**src/rtl/count_monitor_pkg.sv**
```systemverilog
// count_monitor_pkg: shared constants, matcher state encoding and the
// per-cycle step classification record used by count_monitor.
package count_monitor_pkg;

  localparam int unsigned CM_WIDTH = 5;   // monitored count width
  localparam int unsigned CM_WCNT  = 4;   // wrap counter width
  localparam int unsigned CM_HOLD  = 3;   // busy tail after a match
  localparam int unsigned CNT_MAX  = 31;  // last count before wrap-around

  typedef enum logic [1:0] {
    ST_IDLE  = 2'd0,
    ST_ARMED = 2'd1,
    ST_FIRE  = 2'd2,
    ST_HOLD  = 2'd3
  } state_e;

  // Classification of the step from s3 (previous) to s2 (current)
  typedef struct packed {
    logic hold;
    logic legal;
    logic illegal;
    logic wrap;
  } step_t;

endpackage

```
**src/rtl/count_monitor_if.sv**
```systemverilog
// count_monitor_if: bus between the ripple-counter side and the monitor.
//   count_in / target / arm : driven by the master (counter/test logic)
//   match / busy / wrap / wraps / err : driven by the monitor (slave)
interface count_monitor_if #(
  parameter int unsigned WIDTH = count_monitor_pkg::CM_WIDTH,
  parameter int unsigned WCNT  = count_monitor_pkg::CM_WCNT
) ();

  logic [WIDTH-1:0] count_in;
  logic [WIDTH-1:0] target;
  logic             arm;
  logic             match;
  logic             busy;
  logic             wrap;
  logic [WCNT-1:0]  wraps;
  logic             err;

  modport master (
    output count_in, target, arm,
    input  match, busy, wrap, wraps, err
  );

  modport slave (
    input  count_in, target, arm,
    output match, busy, wrap, wraps, err
  );

endinterface

```
**src/rtl/count_monitor_sync_pipe.sv**
```systemverilog
// sync_pipe: three-stage sampling register that brings the asynchronous
// ripple count into the clk domain and exposes the two settled stages.
//   clk    : system clock
//   clear  : synchronous active-low clear
//   i_d    : raw ripple count (may glitch between edges)
//   o_s2   : current settled value
//   o_s3   : previous settled value
module sync_pipe #(
  parameter int unsigned WIDTH = 5
) (
  input  logic             clk,
  input  logic             clear,
  input  logic [WIDTH-1:0] i_d,
  output logic [WIDTH-1:0] o_s2,
  output logic [WIDTH-1:0] o_s3
);

  logic [WIDTH-1:0] r_s1;
  logic [WIDTH-1:0] r_s2;
  logic [WIDTH-1:0] r_s3;

  // s1 absorbs metastability/glitches; s2/s3 are the compared pair
  always_ff @(posedge clk) begin
    if (!clear) begin
      r_s1 <= '0;
      r_s2 <= '0;
      r_s3 <= '0;
    end else begin
      r_s1 <= i_d;
      r_s2 <= r_s1;
      r_s3 <= r_s2;
    end
  end

  assign o_s2 = r_s2;
  assign o_s3 = r_s3;

endmodule

```
**src/rtl/count_monitor.sv**
```systemverilog
// count_monitor: re-samples a ripple counter, pulses wrap on 31->0,
// keeps a saturating wrap count, flags illegal steps (sticky err) and
// fires a one-shot match when an armed target value newly arrives.
//   clk   : system clock
//   clear : synchronous active-low reset
//   bus   : slave side of count_monitor_if (count_in/target/arm in,
//           match/busy/wrap/wraps/err out, all registered)
module count_monitor
  import count_monitor_pkg::*;
#(
  parameter int unsigned WIDTH = CM_WIDTH,
  parameter int unsigned HOLD  = CM_HOLD,
  parameter int unsigned WCNT  = CM_WCNT
) (
  input  logic           clk,
  input  logic           clear,
  count_monitor_if.slave bus
);

  localparam int unsigned HW = 4;  // hold counter width, covers 1..15

  logic [WIDTH-1:0] w_s2;
  logic [WIDTH-1:0] w_s3;
  logic [WIDTH-1:0] w_s3_inc;
  step_t            w_step;

  state_e           r_state;
  state_e           w_state_nxt;
  logic [WIDTH-1:0] r_tgt;
  logic [WIDTH-1:0] w_tgt_nxt;
  logic [HW-1:0]    r_hold_cnt;
  logic [HW-1:0]    w_hold_nxt;
  logic             r_match;
  logic             w_match_nxt;
  logic             r_busy;
  logic             w_busy_nxt;

  logic             r_wrap;
  logic [WCNT-1:0]  r_wraps;
  logic             r_err;

  sync_pipe #(.WIDTH(WIDTH)) u_sync_pipe (
    .clk   (clk),
    .clear (clear),
    .i_d   (bus.count_in),
    .o_s2  (w_s2),
    .o_s3  (w_s3)
  );

  // Step classification on the settled pair
  assign w_s3_inc = w_s3 + WIDTH'(1);

  always_comb begin
    w_step         = '0;
    w_step.hold    = (w_s2 == w_s3);
    w_step.legal   = (w_s2 == w_s3_inc);
    w_step.illegal = !w_step.hold && !w_step.legal;
    w_step.wrap    = (w_s3 == WIDTH'(CNT_MAX)) && (w_s2 == '0);
  end

  // Matcher state register
  always_ff @(posedge clk) begin
    if (!clear) begin
      r_state    <= ST_IDLE;
      r_tgt      <= '0;
      r_hold_cnt <= '0;
      r_match    <= 1'b0;
      r_busy     <= 1'b0;
    end else begin
      r_state    <= w_state_nxt;
      r_tgt      <= w_tgt_nxt;
      r_hold_cnt <= w_hold_nxt;
      r_match    <= w_match_nxt;
      r_busy     <= w_busy_nxt;
    end
  end

  // Matcher next-state; only a legal step (a fresh arrival) can fire
  always_comb begin
    w_state_nxt = r_state;
    w_tgt_nxt   = r_tgt;
    w_hold_nxt  = r_hold_cnt;
    w_match_nxt = 1'b0;
    w_busy_nxt  = r_busy;
    case (r_state)
      ST_IDLE: begin
        if (bus.arm) begin
          w_tgt_nxt   = bus.target;
          w_state_nxt = ST_ARMED;
          w_busy_nxt  = 1'b1;
        end
      end
      ST_ARMED: begin
        if ((w_s2 == r_tgt) && w_step.legal) begin
          w_state_nxt = ST_FIRE;
          w_match_nxt = 1'b1;
        end
      end
      ST_FIRE: begin
        w_hold_nxt  = HW'(HOLD);
        w_state_nxt = ST_HOLD;
      end
      ST_HOLD: begin
        w_hold_nxt = r_hold_cnt - HW'(1);
        if (r_hold_cnt == HW'(1)) begin
          w_state_nxt = ST_IDLE;
          w_busy_nxt  = 1'b0;
        end
      end
      default: begin
        w_state_nxt = ST_IDLE;
      end
    endcase
  end

  // Wrap pulse, saturating wrap count and sticky error
  always_ff @(posedge clk) begin
    if (!clear) begin
      r_wrap  <= 1'b0;
      r_wraps <= '0;
      r_err   <= 1'b0;
    end else begin
      r_wrap <= w_step.wrap;
      if (w_step.wrap && (r_wraps != '1)) begin
        r_wraps <= r_wraps + WCNT'(1);
      end
      if (w_step.illegal) begin
        r_err <= 1'b1;
      end
    end
  end

  assign bus.match = r_match;
  assign bus.busy  = r_busy;
  assign bus.wrap  = r_wrap;
  assign bus.wraps = r_wraps;
  assign bus.err   = r_err;

endmodule

```
**src/flat_wrapper.sv**
```systemverilog
// flat-port wrapper written by rule: the top's interface ports become plain ports
module count_monitor_flat import count_monitor_pkg::*;
#(
  parameter int unsigned WIDTH = CM_WIDTH,
  parameter int unsigned HOLD  = CM_HOLD,
  parameter int unsigned WCNT  = CM_WCNT
)
  (clk, clear, bus_count_in, bus_target, bus_arm, bus_match, bus_busy, bus_wrap, bus_wraps, bus_err);
  count_monitor_if #(.WIDTH(WIDTH), .WCNT(WCNT)) bus_i ();
  input  logic clk;
  input  logic clear;
  input wire logic [$bits(bus_i.count_in)-1:0] bus_count_in;
  input wire logic [$bits(bus_i.target)-1:0] bus_target;
  input wire logic [$bits(bus_i.arm)-1:0] bus_arm;
  output wire logic [$bits(bus_i.match)-1:0] bus_match;
  output wire logic [$bits(bus_i.busy)-1:0] bus_busy;
  output wire logic [$bits(bus_i.wrap)-1:0] bus_wrap;
  output wire logic [$bits(bus_i.wraps)-1:0] bus_wraps;
  output wire logic [$bits(bus_i.err)-1:0] bus_err;
  assign bus_i.count_in = bus_count_in;
  assign bus_i.target = bus_target;
  assign bus_i.arm = bus_arm;
  assign bus_match = bus_i.match;
  assign bus_busy = bus_i.busy;
  assign bus_wrap = bus_i.wrap;
  assign bus_wraps = bus_i.wraps;
  assign bus_err = bus_i.err;
  count_monitor #(.WIDTH(WIDTH), .HOLD(HOLD), .WCNT(WCNT)) u_core (.clk(clk), .clear(clear), .bus(bus_i));
endmodule
```
**config.mk**
```make
export PLATFORM = sky130hd
export DESIGN_NAME = count_monitor_flat
export DESIGN_NICKNAME = d
export VERILOG_FILES = /design/src/rtl/count_monitor_pkg.sv /design/src/rtl/count_monitor_if.sv /design/src/rtl/count_monitor_sync_pipe.sv /design/src/rtl/count_monitor.sv /design/src/flat_wrapper.sv
export SDC_FILE = /design/constraint.sdc
export NUM_CORES = 1
export LEC_CHECK = 0
export CAP_MARGIN = 20
export CORE_ASPECT_RATIO = 0.75
export CORE_MARGIN = 5
export CORE_UTILIZATION = 40
export DETAILED_ROUTE_END_ITERATION = 10
export PLACE_DENSITY = 0.67
export SLEW_MARGIN = 0
export SYNTH_ARGS = -nofsm -noshare
export SYNTH_HDL_FRONTEND = slang
export SYNTH_SLANG_ARGS = --single-unit
```
**constraint.sdc**
```tcl
create_clock -name clk -period 3.7 [get_ports clk]
set_input_delay 0.74 -clock clk [delete_from_list [all_inputs] [get_ports clk]]
set_output_delay 0.74 -clock clk [all_outputs]
set_load 0.01 [all_outputs]
```
==> results.json <==
{
  "outcome": "finished, final reports clean",
  "ioPinCount": 21,
  "ys_ff_latch": 34,
  "synth_xor_area_frac": 0.102,
  "fin_worst_skew_ns": 0.00442,
  "setup_viol": 0,
  "power_leakage_nw": 0.790,
  "synth_seq_area_share": 0.453,
  "cts-resized-gates": 0,
  "drc": 0,
  "gp_congestion": 0.831,
  "fin_crit_ns": 2.00,
  "synth_compound_area_frac": 0.0782,
  "yosys_warnings": 0,
  "postRouteAntennaNets": 0,
  "dr_total_vias": 1119,
  "slew_headroom": 0.700,
  "via_per_inst": 4.80,
  "clkTransAtPathRegs_ns": 0.07,
  "synth_nets": 180,
  "critPathCaptureType": "output pin",
  "drt_wl_total_mm": 2.76,
  "synthSimpleGateAreaFrac": 0.225,
  "switching_share": 0.305,
  "reg2reg_depth": 8,
  "grt_max_degree": 24,
  "overflow": 0,
  "required_ns": 2.96,
  "rsz0062_at_grt": "false",
  "worst_pin_slew_ns": 0.450,
  "power.density_mw_per_mm2": 531,
  "fillerInstances": 333,
  "cts-buffers-inserted": 5,
  "hold_depth": 1,
  "io_buffers": 20,
  "synth_mux_area_frac": 0.0333,
  "ff_latch_area_um2": 681,
  "mostFrequentLayoutCells": "dfxtp_1 (34), clkdlybuf4s50_1 (20), and2_1 (14), nand2_1 (12), a21oi_1 (11)",
  "crit_cells": 1,
  "regToRegSetupSlack_ns": 1.70,
  "crit_arrival_ns": 1.26,
  "crit_fanout": 4,
  "p_comb_frac": 0.259,
  "core_area_mm2": 0.00364,
  "drive_above_1_share": 0.0773,
  "hold_path_class": "register to register",
  "row_count": 19,
  "grt_pass1_wl_mm": 4.85,
  "max_stage_delay_ns": 0.57,
  "n_antenna_cell": 0,
  "worstSetupStartpointType": "register",
  "die_w_um": 80.8,
  "setup.worst_path.end": "bus_wraps[0]",
  "antenna_found_initial": 0,
  "critPathTopFamily": "buffers and inverters",
  "hold_viol_final": 0,
  "peakVddDrop_uv": 277,
  "initial_core_util": 0.413,
  "cp.buffers_inverters": 1,
  "synth_top_family_by_area": "simple AND/OR/NAND/NOR gates",
  "clockPowerShare": 0.284,
  "r2r_end": "u_core.r_state[0]",
  "startpoint": "u_core.bus.wraps[0]",
  "cts.sinks": 34,
  "clock-root-buffer": "clkbuf_8",
  "cts_tree": "built",
  "htree_levels": 2,
  "drt-wirelength-per-cell_um": 11.8,
  "synth_cell_type_count": 31,
  "fin_crit_sh": 0.540,
  "dp_hpwl_mm": 2.02,
  "synth_fa_ha_area_frac": 0.0832,
  "maxSlewViolCount": 0,
  "drtPass1Iterations": 7,
  "crit_chain": "clkdlybuf4s50_1",
  "intPower_mw": 0.684,
  "hold_buffers": 0,
  "first_iter_violations": 42,
  "seqPwrFrac": 0.458,
  "synth_cells": 157,
  "max_cap_violations": 0,
  "syn_area_mm2": 0.00150,
  "multi_input_area_um2": 786,
  "timing.fmax_ghz": 0.501,
  "syn_area_per_cell_um2": 9.58,
  "p_switching_mw": 0.300,
  "tns_ns": 0,
  "finalNetCount": 203,
  "whs_ns": 0.435,
  "die_y_um": 63.1,
  "total_power_mw": 0.984,
  "clock_path_buffers": 2,
  "clock_latency_ns": 0.28,
  "layout_commonest_cell": "dfxtp_1",
  "areaGrowthSynthToFinish_pct": 23.2,
  "cts_setup_buffers": 0,
  "slowest_stage": "clkdlybuf4s50_1",
  "grt_pass1_vias": 1091,
  "path_class": "register to output pin",
  "die-area_mm2": 0.00510,
  "regToRegStartpoint": "u_core.u_sync_pipe.o_s3[0]",
  "grt_usage": 0.122
}
-- power by group through the flow --
stage | Sequential [mW] | Clock [mW] | Combinational, mW
after detailed placement | 0.459 | 0 | 0.253
after floorplan | 0.449 | 0 | 0.190
after global routing | 0.457 | 0.310 | 0.291
after global placement | 0.454 | 0 | 0.244
after CTS | 0.451 | 0.290 | 0.256
final | 0.450 | 0.279 | 0.255
-- cells by family after synthesis --
group,after synthesis
compound gates,20
xor+xnor,15
fa+ha+maj,10
buf+inv,10
flops,34
mux,5
simple gates,63
-- how the worst min path moves through the flow --
stage | from | endpoint | slack [ns]
3_5_place_dp | u_core.u_sync_pipe.r_s1[0] | u_core.u_sync_pipe.o_s2[0] | 0.42
2_1_floorplan | u_core.u_sync_pipe.r_s1[0] | u_core.u_sync_pipe.o_s2[0] | 0.41
6_report | u_core.u_sync_pipe.r_s1[4] | u_core.u_sync_pipe.o_s2[4] | 0.43
5_1_grt | u_core.u_sync_pipe.r_s1[1] | u_core.u_sync_pipe.o_s2[1] | 0.45
3_3_place_gp | u_core.u_sync_pipe.r_s1[4] | u_core.u_sync_pipe.o_s2[4] | 0.42
4_1_cts | u_core.u_sync_pipe.r_s1[0] | u_core.u_sync_pipe.o_s2[0] | 0.44
-- sequential cells by signal, indices dropped and copies added, names as in the netlist, 2 cells and up --
| name | count |
|---|---|
| u_core.u_sync_pipe.o_s3 | 5 |
| u_core.r_hold_cnt | 4 |
| u_core.u_sync_pipe.r_s1 | 5 |
| u_core.u_sync_pipe.o_s2 | 5 |
| u_core.r_state | 2 |
| u_core.bus.wraps | 4 |
| u_core.r_tgt | 5 |
-- synth_stat cells, drive strengths merged --
cell type	number	area [um2]
a211oi	2	15.0
a21boi	1	11.3
a21oi	11	55.1
a2bb2oi	1	8.76
and2	15	95.1
and3	3	18.8
clkbuf	5	18.8
dfxtp	34	681
ha	10	125
inv	5	18.8
mux2i	5	50.1
nand2	12	45.0
nand2b	1	6.26
nand3	10	50.1
nand4	1	6.26
nor2	8	30.0
nor2b	2	12.5
nor3	6	35.0
nor4	2	18.8
o21a	1	7.51
o21ai	4	20.0
or3	2	12.5
or3b	1	8.76
xnor2	4	42.6
xor2	10	87.6
xor3	1	23.8
-- per-stage QoR --
| stage | util | area (um2) | cells | setup slack (ns) |
|---|---|---|---|---|
| floorplan | - | 1500 | 157 | 1.90 |
| global placement | 0.483 | 1760 | 225 | 1.67 |
| detailed placement | 0.483 | 1760 | 225 | 1.62 |
| finish | 0.509 | 1850 | 233 | 1.70 |
| CTS | 0.509 | 1850 | 233 | 1.69 |
| global route | 0.509 | 1850 | 233 | 1.58 |
-- layout make-up --
cell class                      instances  area share
Clock buffer                            6      0.0446
Clock inverter                          2     0.00675
Sequential cell                        34       0.367
Tap cell                               52      0.0351
Inverter                                5      0.0101
Timing Repair Buffer                   21       0.112
Multi-Input combinational cell        113       0.424
-- per-layer routing --
layer,track usage,vias to the layer above,wire (um),share of wire
li1,-,570,-,-
met1,0.153,507,1270,0.46
met2,0.190,36,1290,0.47
met3,0.0470,6,172,0.062
met4,0.0401,0,30,0.011
met5,0,-,0,0
Note: power is estimated with default switching activity, not from simulation.
